**config.mk**
```make
export PLATFORM = sky130hd
export DESIGN_NAME = cpu_state_ctrl
export DESIGN_NICKNAME = d
export VERILOG_FILES = /design/src/rtl/cpu_state_ctrl.sv
export SDC_FILE = /design/constraint.sdc
export NUM_CORES = 1
export LEC_CHECK = 0
export ABC_AREA = 0
export BUFFER_PORTS_ARGS = -buffer_cell sky130_fd_sc_hd__buf_2
export CAP_MARGIN = 5
export CELL_PAD_IN_SITES_DETAIL_PLACEMENT = 0
export CELL_PAD_IN_SITES_GLOBAL_PLACEMENT = 2
export CORE_MARGIN = 2
export CORE_UTILIZATION = 32
export CTS_BUF_LIST = sky130_fd_sc_hd__clkbuf_8 sky130_fd_sc_hd__clkbuf_16
export DETAILED_ROUTE_END_ITERATION = 7
export PLACE_DENSITY_LB_ADDON = 0.1
export SLEW_MARGIN = 30
export SYNTH_ARGS = -nofsm -noshare
export SYNTH_HDL_FRONTEND = slang
export SYNTH_SLANG_ARGS = --single-unit
```
**constraint.sdc**
```tcl
create_clock -name clk -period 2.85 [get_ports clk]
set_clock_uncertainty 0.2 [all_clocks]
set_input_delay 0.855 -clock clk [delete_from_list [all_inputs] [get_ports clk]]
set_output_delay 0.855 -clock clk [all_outputs]
set_load 0.1 [all_outputs]
```
**src/rtl/cpu_state_ctrl.sv**
```systemverilog
// ---------------------------------------------------------------------------
// cpu_state_ctrl
//   Instruction-cycle controller of the 8-bit RISC CPU. Locks onto the fetch
//   phase of the clock generator, then walks eight states per instruction
//   (one per clk) and drives the datapath strobes. Decodes the 3-bit opcode
//   from the instruction register and stops the CPU on HLT.
//
//   Optional feature: define CPU_CTL_SYNC_CHECK_EN to enable the fetch-phase
//   consistency check (sync_err pulse and re-lock). Without it, fetch is only
//   used to find the first rising edge and sync_err is tied low.
//
// Parameters
//   NSTATES      states per instruction; equals the fetch period (8)
//
// Ports
//   clk          in   clock (clk1 of the clock generator)
//   rst          in   asynchronous, active-low reset
//   fetch        in   fetch phase (high for the first half of the instruction)
//   opcode[2:0]  in   IR[15:13]
//   zero         in   accumulator == 0
//   inc_pc       out  increment program counter
//   load_pc      out  load PC from IR address field
//   load_ir      out  latch data bus byte into IR
//   load_acc     out  latch ALU result into accumulator
//   rd           out  memory read strobe
//   wr           out  memory write strobe
//   datactl_ena  out  drive accumulator onto data bus
//   halt         out  CPU halted (sticky until reset)
//   sync_err     out  one-clk fetch-phase mismatch pulse
// ---------------------------------------------------------------------------
module cpu_state_ctrl #(
   parameter int NSTATES = 8
) (
   input  logic       clk,
   input  logic       rst,
   input  logic       fetch,
   input  logic [2:0] opcode,
   input  logic       zero,
   output logic       inc_pc,
   output logic       load_pc,
   output logic       load_ir,
   output logic       load_acc,
   output logic       rd,
   output logic       wr,
   output logic       datactl_ena,
   output logic       halt,
   output logic       sync_err
);

   localparam logic [2:0] OP_HLT = 3'b000;
   localparam logic [2:0] OP_SKZ = 3'b001;
   localparam logic [2:0] OP_ADD = 3'b010;
   localparam logic [2:0] OP_AND = 3'b011;
   localparam logic [2:0] OP_XOR = 3'b100;
   localparam logic [2:0] OP_LDA = 3'b101;
   localparam logic [2:0] OP_STO = 3'b110;
   localparam logic [2:0] OP_JMP = 3'b111;

   localparam logic [3:0] LAST_STEP = 4'(NSTATES - 1);
   localparam logic [3:0] HALF_STEP = 4'(NSTATES / 2);

   // S0..S7 carry their step number so the sequencer can count through them.
   typedef enum logic [3:0] {
      S0   = 4'd0,
      S1   = 4'd1,
      S2   = 4'd2,
      S3   = 4'd3,
      S4   = 4'd4,
      S5   = 4'd5,
      S6   = 4'd6,
      S7   = 4'd7,
      IDLE = 4'd8,
      HALT = 4'd9
   } state_t;

   state_t     state_reg;
   state_t     state_next;
   logic       fetch_prev_reg;
   logic [3:0] step_next;
   logic       sync_bad;

   logic inc_pc_next, load_pc_next, load_ir_next, load_acc_next;
   logic rd_next, wr_next, datactl_ena_next, halt_next;

   logic is_alu;
   assign is_alu = (opcode == OP_ADD) || (opcode == OP_AND) ||
                   (opcode == OP_XOR) || (opcode == OP_LDA);

   // ---------------------------------------------------------------
   // Next-state logic
   // ---------------------------------------------------------------
   always_comb begin
      state_next = state_reg;
      step_next  = 4'd0;
      sync_bad   = 1'b0;
      case (state_reg)
         IDLE: begin
            // A rise is a 1 sample following a 0 sample; the prev register
            // resets to 1 so a fetch already high at release is ignored.
            if (fetch && !fetch_prev_reg)
               state_next = S0;
         end
         HALT: state_next = HALT;
         default: begin
            step_next  = (state_reg == LAST_STEP) ? 4'd0 : (state_reg + 4'd1);
            state_next = state_t'(step_next);
`ifdef CPU_CTL_SYNC_CHECK_EN
            // fetch, sampled at the edge entering a step, must be high for
            // the first half of the instruction and low for the second half.
            if (fetch != (step_next < HALF_STEP))
               sync_bad = 1'b1;
`endif
            if (sync_bad)
               state_next = IDLE;
            else if ((step_next == 4'd3) && (opcode == OP_HLT))
               state_next = HALT;
         end
      endcase
   end

   // ---------------------------------------------------------------
   // Strobe decode for the state being entered
   // ---------------------------------------------------------------
   always_comb begin
      inc_pc_next      = 1'b0;
      load_pc_next     = 1'b0;
      load_ir_next     = 1'b0;
      load_acc_next    = 1'b0;
      rd_next          = 1'b0;
      wr_next          = 1'b0;
      datactl_ena_next = 1'b0;
      halt_next        = 1'b0;
      case (state_next)
         S0, S1: begin
            rd_next      = 1'b1;
            load_ir_next = 1'b1;
            inc_pc_next  = 1'b1;
         end
         S3: inc_pc_next = 1'b1;
         S4: begin
            if (is_alu)
               rd_next = 1'b1;
            else if (opcode == OP_JMP)
               load_pc_next = 1'b1;
            else if (opcode == OP_STO)
               datactl_ena_next = 1'b1;
         end
         S5: begin
            if (is_alu) begin
               rd_next       = 1'b1;
               load_acc_next = 1'b1;
            end else if (opcode == OP_JMP) begin
               load_pc_next = 1'b1;
               inc_pc_next  = 1'b1;
            end else if (opcode == OP_STO) begin
               datactl_ena_next = 1'b1;
            end else if ((opcode == OP_SKZ) && zero) begin
               inc_pc_next = 1'b1;
            end
         end
         S6: begin
            if (opcode == OP_STO) begin
               wr_next          = 1'b1;
               datactl_ena_next = 1'b1;
            end
         end
         S7: begin
            if ((opcode == OP_SKZ) && zero)
               inc_pc_next = 1'b1;
         end
         HALT: halt_next = 1'b1;
         default: ;
      endcase
   end

   // ---------------------------------------------------------------
   // State and registered outputs
   // ---------------------------------------------------------------
   always_ff @(posedge clk or negedge rst) begin
      if (!rst) begin
         state_reg      <= IDLE;
         fetch_prev_reg <= 1'b1;
         inc_pc         <= 1'b0;
         load_pc        <= 1'b0;
         load_ir        <= 1'b0;
         load_acc       <= 1'b0;
         rd             <= 1'b0;
         wr             <= 1'b0;
         datactl_ena    <= 1'b0;
         halt           <= 1'b0;
      end else begin
         state_reg      <= state_next;
         fetch_prev_reg <= fetch;
         inc_pc         <= inc_pc_next;
         load_pc        <= load_pc_next;
         load_ir        <= load_ir_next;
         load_acc       <= load_acc_next;
         rd             <= rd_next;
         wr             <= wr_next;
         datactl_ena    <= datactl_ena_next;
         halt           <= halt_next;
      end
   end

`ifdef CPU_CTL_SYNC_CHECK_EN
   always_ff @(posedge clk or negedge rst) begin
      if (!rst)
         sync_err <= 1'b0;
      else
         sync_err <= sync_bad;
   end
`else
   assign sync_err = 1'b0;
`endif

endmodule

```
Yosys cells after proc, flatten, opt, wreduce, memory -nomap -nowiden
Index checks and enable logic that the tools add are counted.

Flip-flop bits (word level): 13. Logic and storage cells: 63. Output and inout bits: 9.

Add/sub/neg operators: 1. Equality and inequality tests: 18. Reduce and logical (&&, ||, !) cells: 12. Multiplexer cells: 22.

Operator list (number): equality test 4 x 3 -> 1 bit, second input constant (5); 2-to-1 mux 1 bit (15); equality test 3 bit, second input constant (4); equality test 4 bit, second input constant (3); 2-to-1 mux 4 bit (3); equality test 4 x 2 -> 1 bit, second input constant (2); case mux 4 bit (2 select lines) (1); equality test 3 x 2 -> 1 bit, second input constant (2); adder 4 x 1 -> 4 bit, second input constant (1); equality test 4 x 1 -> 1 bit, second input constant (1); logical NOT 4 bit (1); case mux 1 bit (2 select lines) (2); OR reduction 2 bit (2); equality test 3 x 1 -> 1 bit, second input constant (1); logical AND 1 bit (3); logical NOT 3 bit (1); logical OR 1 bit (3); case mux 1 bit (3 select lines) (1); OR reduction 3 bit (1); logical NOT 1 bit (1).

Longest topological paths before layout
Depth in word-level cells: 9. Depth in mapped cells: 8.

Worst setup path after synthesis
Ideal clock, no wire load.

Kind: input to register. Start: input port opcode[2]. End: register wr. Arrival time: 2.285 ns. Slack: 0.239 ns. Required time: 2.524 ns. Cell stages on the path: 5. Cells stage by stage: or4b_1 o41a_1 or2_1 buf_6 nor4b_1.

Word-level cells in the longest chain between the ends: 6. Elaborated cells on any way between the ends: 8. Those cells by class: eq/ne: 2; mux: 4; reduce/logical: 2.

RTL lines: start: declaration (RTL line 37) `input logic [2:0] opcode,`; logical NOT 3 bit (RTL line 115) `else if ((step_next == 4'd3) && (opcode == OP_HLT))`; logical AND 1 bit (RTL line 115); 2-to-1 mux 4 bit (RTL line 115); case mux 4 bit (2 select lines) (RTL line 96) `case (state_reg)`; named net state_next[1] (RTL line 77) `state_t state_next;`; equality test 4 x 3 -> 1 bit (RTL line 133) `case (state_next)`; 2-to-1 mux 1 bit (RTL line 133); named net wr_next (RTL line 83) `logic rd_next, wr_next, datactl_ena_next, halt_next;`; end signal: assignment (RTL line 199) `wr <= wr_next;`; end: declaration (RTL line 44) `output logic wr,`.

The timed path passes the listed nets, and every way through them passes these cells.

Final worst setup path
Start: input port opcode[2]. End: register wr.

Word-level cells in the longest chain between the ends: 6. Elaborated cells on any way between the ends: 8. Those cells by class: eq/ne: 2; mux: 4; reduce/logical: 2.

RTL lines (RTL line): logical NOT 3 bit (115); logical AND 1 bit (115); 2-to-1 mux 4 bit (115); case mux 4 bit (2 select lines) (96); equality test 4 x 3 -> 1 bit (133); 2-to-1 mux 1 bit * (133); named net wr_next (83).

The timed path passes the listed nets; every way through them passes the cells marked *.

==> flow_metrics.py <==
metrics = {
    "synth": {
        "syn-cell-area_um2": 714.4,
        "synth_fp_nets": 75,
        "postSynthAreaPerCell_um2": 11.16,
        "synth.distinct_cells": 35,
        "synth_cells": 64,
        "synth_top_cell_by_area": "dfrtp_1",
        "yosys_register_bits": 13,
        "synth_area_leaders": "dfrtp_1 (39%), dfstp_2 (7.4%), ha_1 (7.0%)",
        "synth_top_family_by_area": "simple AND/OR/NAND/NOR gates",
        "synth_top_cell_area_share_pct": 38.53,
        "yosys.area_share.simple_pct": 21.37,
        "synthMuxAreaShare_pct": 1.576,
        "seq_area_frac_synth_pct": 45.88,
        "synth-xor-area-share_pct": 1.226,
        "synth_compound_area_share_pct": 16.64,
        "ys.warnings.count": 0,
        "synthAdderAreaFrac_pct": 7.005,
    },
    "route": {
        "drt_iter0_drc": 8,
        "final_antenna_net_count": 0,
        "drt-pass1-iter-count": 4,
        "top_layer": "met4",
        "drt_wl_total_mm": 1.443,
        "wl_met2_um": 646,
        "drc": 0,
        "wl_met3_um": 53,
        "routed-via-count": 555,
        "detail_route.wl_per_cell_um": 12.88,
        "m1WireLength_um": 698,
        "vias_per_cell": 4.955,
    },
    "place": {
        "gp_congestion": 0.8079,
        "placed_area_um2": 830.8,
        "io_buffers": 14,
        "dp_hpwl_mm": 1.110,
    },
    "status": {
        "status": "finished, final reports clean",
    },
    "clock_tree": {
        "htree_num_levels": 1,
        "cts_hold_buf": 0,
        "cts_tree": "built",
        "clk_pin_slew_ps": 60,
        "insertion_delay_ps": 250,
        "cts_buffers": 3,
        "post_cts_buffers": 0,
        "cts.sinks": 13,
        "cts-resized-gates": 0,
        "cts_buffer_depth": 2,
        "root_buffer": "clkbuf_8",
    },
    "worst_setup_path": {
        "critPathArrivalTime_ps": 2470,
        "cp_slowest_cell": "or4b_1",
        "crit_family": "simple AND/OR/NAND/NOR gates",
        "crit_type": "in -> reg",
        "critical_path_required_ps": 2780,
        "crit_buf_inv": 1,
        "endpoint_kind": "register",
        "start_kind": "primary input",
        "slowest_delay_ps": 550,
        "critPathMaxFanout": 8,
        "crit_chain": "buf_2 -> or4b_1 -> o41a_1 -> or2_1 -> nor4b_1",
    },
    "cells_and_area": {
        "nets": 96,
        "fin_area_um2": 877.1,
        "area_growth_pct": 22.77,
        "mostFrequentLayoutCell": "buf_2",
        "insertedDiodeCount": 0,
        "drive_gt1_share_pct": 39.29,
        "layout_common_cells": "buf_2 (14), dfrtp_1 (11), nor2_1 (5), inv_1 (5)",
        "largest_reg_flops": 4,
    },
    "timing": {
        "clock.fmax_ghz": 0.3932,
        "min_period_over_period_pct": 89.24,
        "slew_violations": 0,
        "rsz0062_at_grt": "no",
        "hold_violations": 0,
        "final-setup-viol-count": 0,
        "tns_ps": 0,
        "period_minus_slack_ps": 2543,
    },
    "die": {
        "io-pin-count": 16,
        "core_area_mm2": 0.002170,
        "initial_core_util_pct": 32.93,
        "die_w_um": 51.25,
        "fp.dieH_um": 51.25,
        "die-area_mm2": 0.002627,
        "num_rows": 17,
    },
    "grt": {
        "grt_use_total_pct": 13.16,
        "overflow": 0,
        "antenna_found_initial": 0,
        "grt_pass1_wl_mm": 2.463,
        "grt_pass1_vias": 536,
        "grt_start_max_net_pins": 14,
    },
    "hold_path": {
        "holdCritPathClass": "in -> async",
    },
    "flow_run": {
        "drv_cap": 0,
    },
}
cells in the mapped netlist, drive strengths merged:
cell and number:
dfrtp 11, inv 6, nor2 5, nor3 5, ha 4, a211oi 2
a31oi 2, buf 2, dfstp 2, nand2b 2, nor2b 2, a21oi 1
a2bb2oi 1, a311oi 1, a41oi 1, and3 1, and3b 1, conb 1
mux2 1, nand2 1, nand3 1, nand4b 1, nor4b 1, o21a 1
o21ai 1, o21ba 1, o32a 1, o41a 1, or2 1, or3 1
or4b 1, xnor2 1
per-stage QoR:
step           util, %  cells  setup WS [ps]  hold WS (ps)
2_1_floorplan        -     64          238.6         359.4
3_3_place_gp     38.29    108          44.93         555.6
3_5_place_dp     38.29    108          24.29         548.3
4_1_cts          40.43    112          294.1         287.9
5_1_grt          40.43    112          223.1         302.8
6_report         40.43    112          306.6         281.9
kinds of logic (layout without fill, tap and decap cells):
kind of cell	Yosys count	after routing
DFF	13	13
buffers and inverters	8	28
AOI/OAI and AO/OA	13	13
adders and majority gates	4	4
other	1	1
muxes	1	1
and+or+nand+nor	23	23
xor gates and xnor gates	1	1
final timing paths:
kind	startpoint	endpoint	slack [ps]	cells past startpoint
max in group asynchronous	rst	fetch_prev_reg$_DFF_PN1_	1890	1
max reg2reg	state_reg[0]$_DFF_PN0_	wr$_DFF_PN0_	370	6
min reg2reg	state_reg[3]$_DFF_PN1_	state_reg[2]$_DFF_PN0_	560	3
min in group clk	fetch	fetch_prev_reg$_DFF_PN1_	520	1
min	rst	load_pc$_DFF_PN0_	280	1
max	opcode[2]	wr$_DFF_PN0_	310	5
worst register-to-register path: stages (launching register included):
cell,delay (ps)
dfrtp_1,440
inv_1,110
ha_1,180
or4b_1,470
o41a_1,430
or2_1,350
nor4b_1,200
final cells by class:
class	count	area (um2)
clock inverters	1	5.005
repair buffers	18	100.1
inverters	6	22.52
flip-flops and latches	13	327.8
well taps	28	35.03
clock buffers	3	41.29
fillers	238	1292
multi-input cells	43	345.3
layer usage:
metal / global-route usage (%) / vias up
met5: 0 / -
met4: 9.211 / 0
met3: 1.754 / 4
met2: 17.75 / 14
met1: 19.12 / 272
li1: - / 265
Power is not shown: default switching activity piles up to over one toggle a cycle in this logic, so the estimate is an artifact.
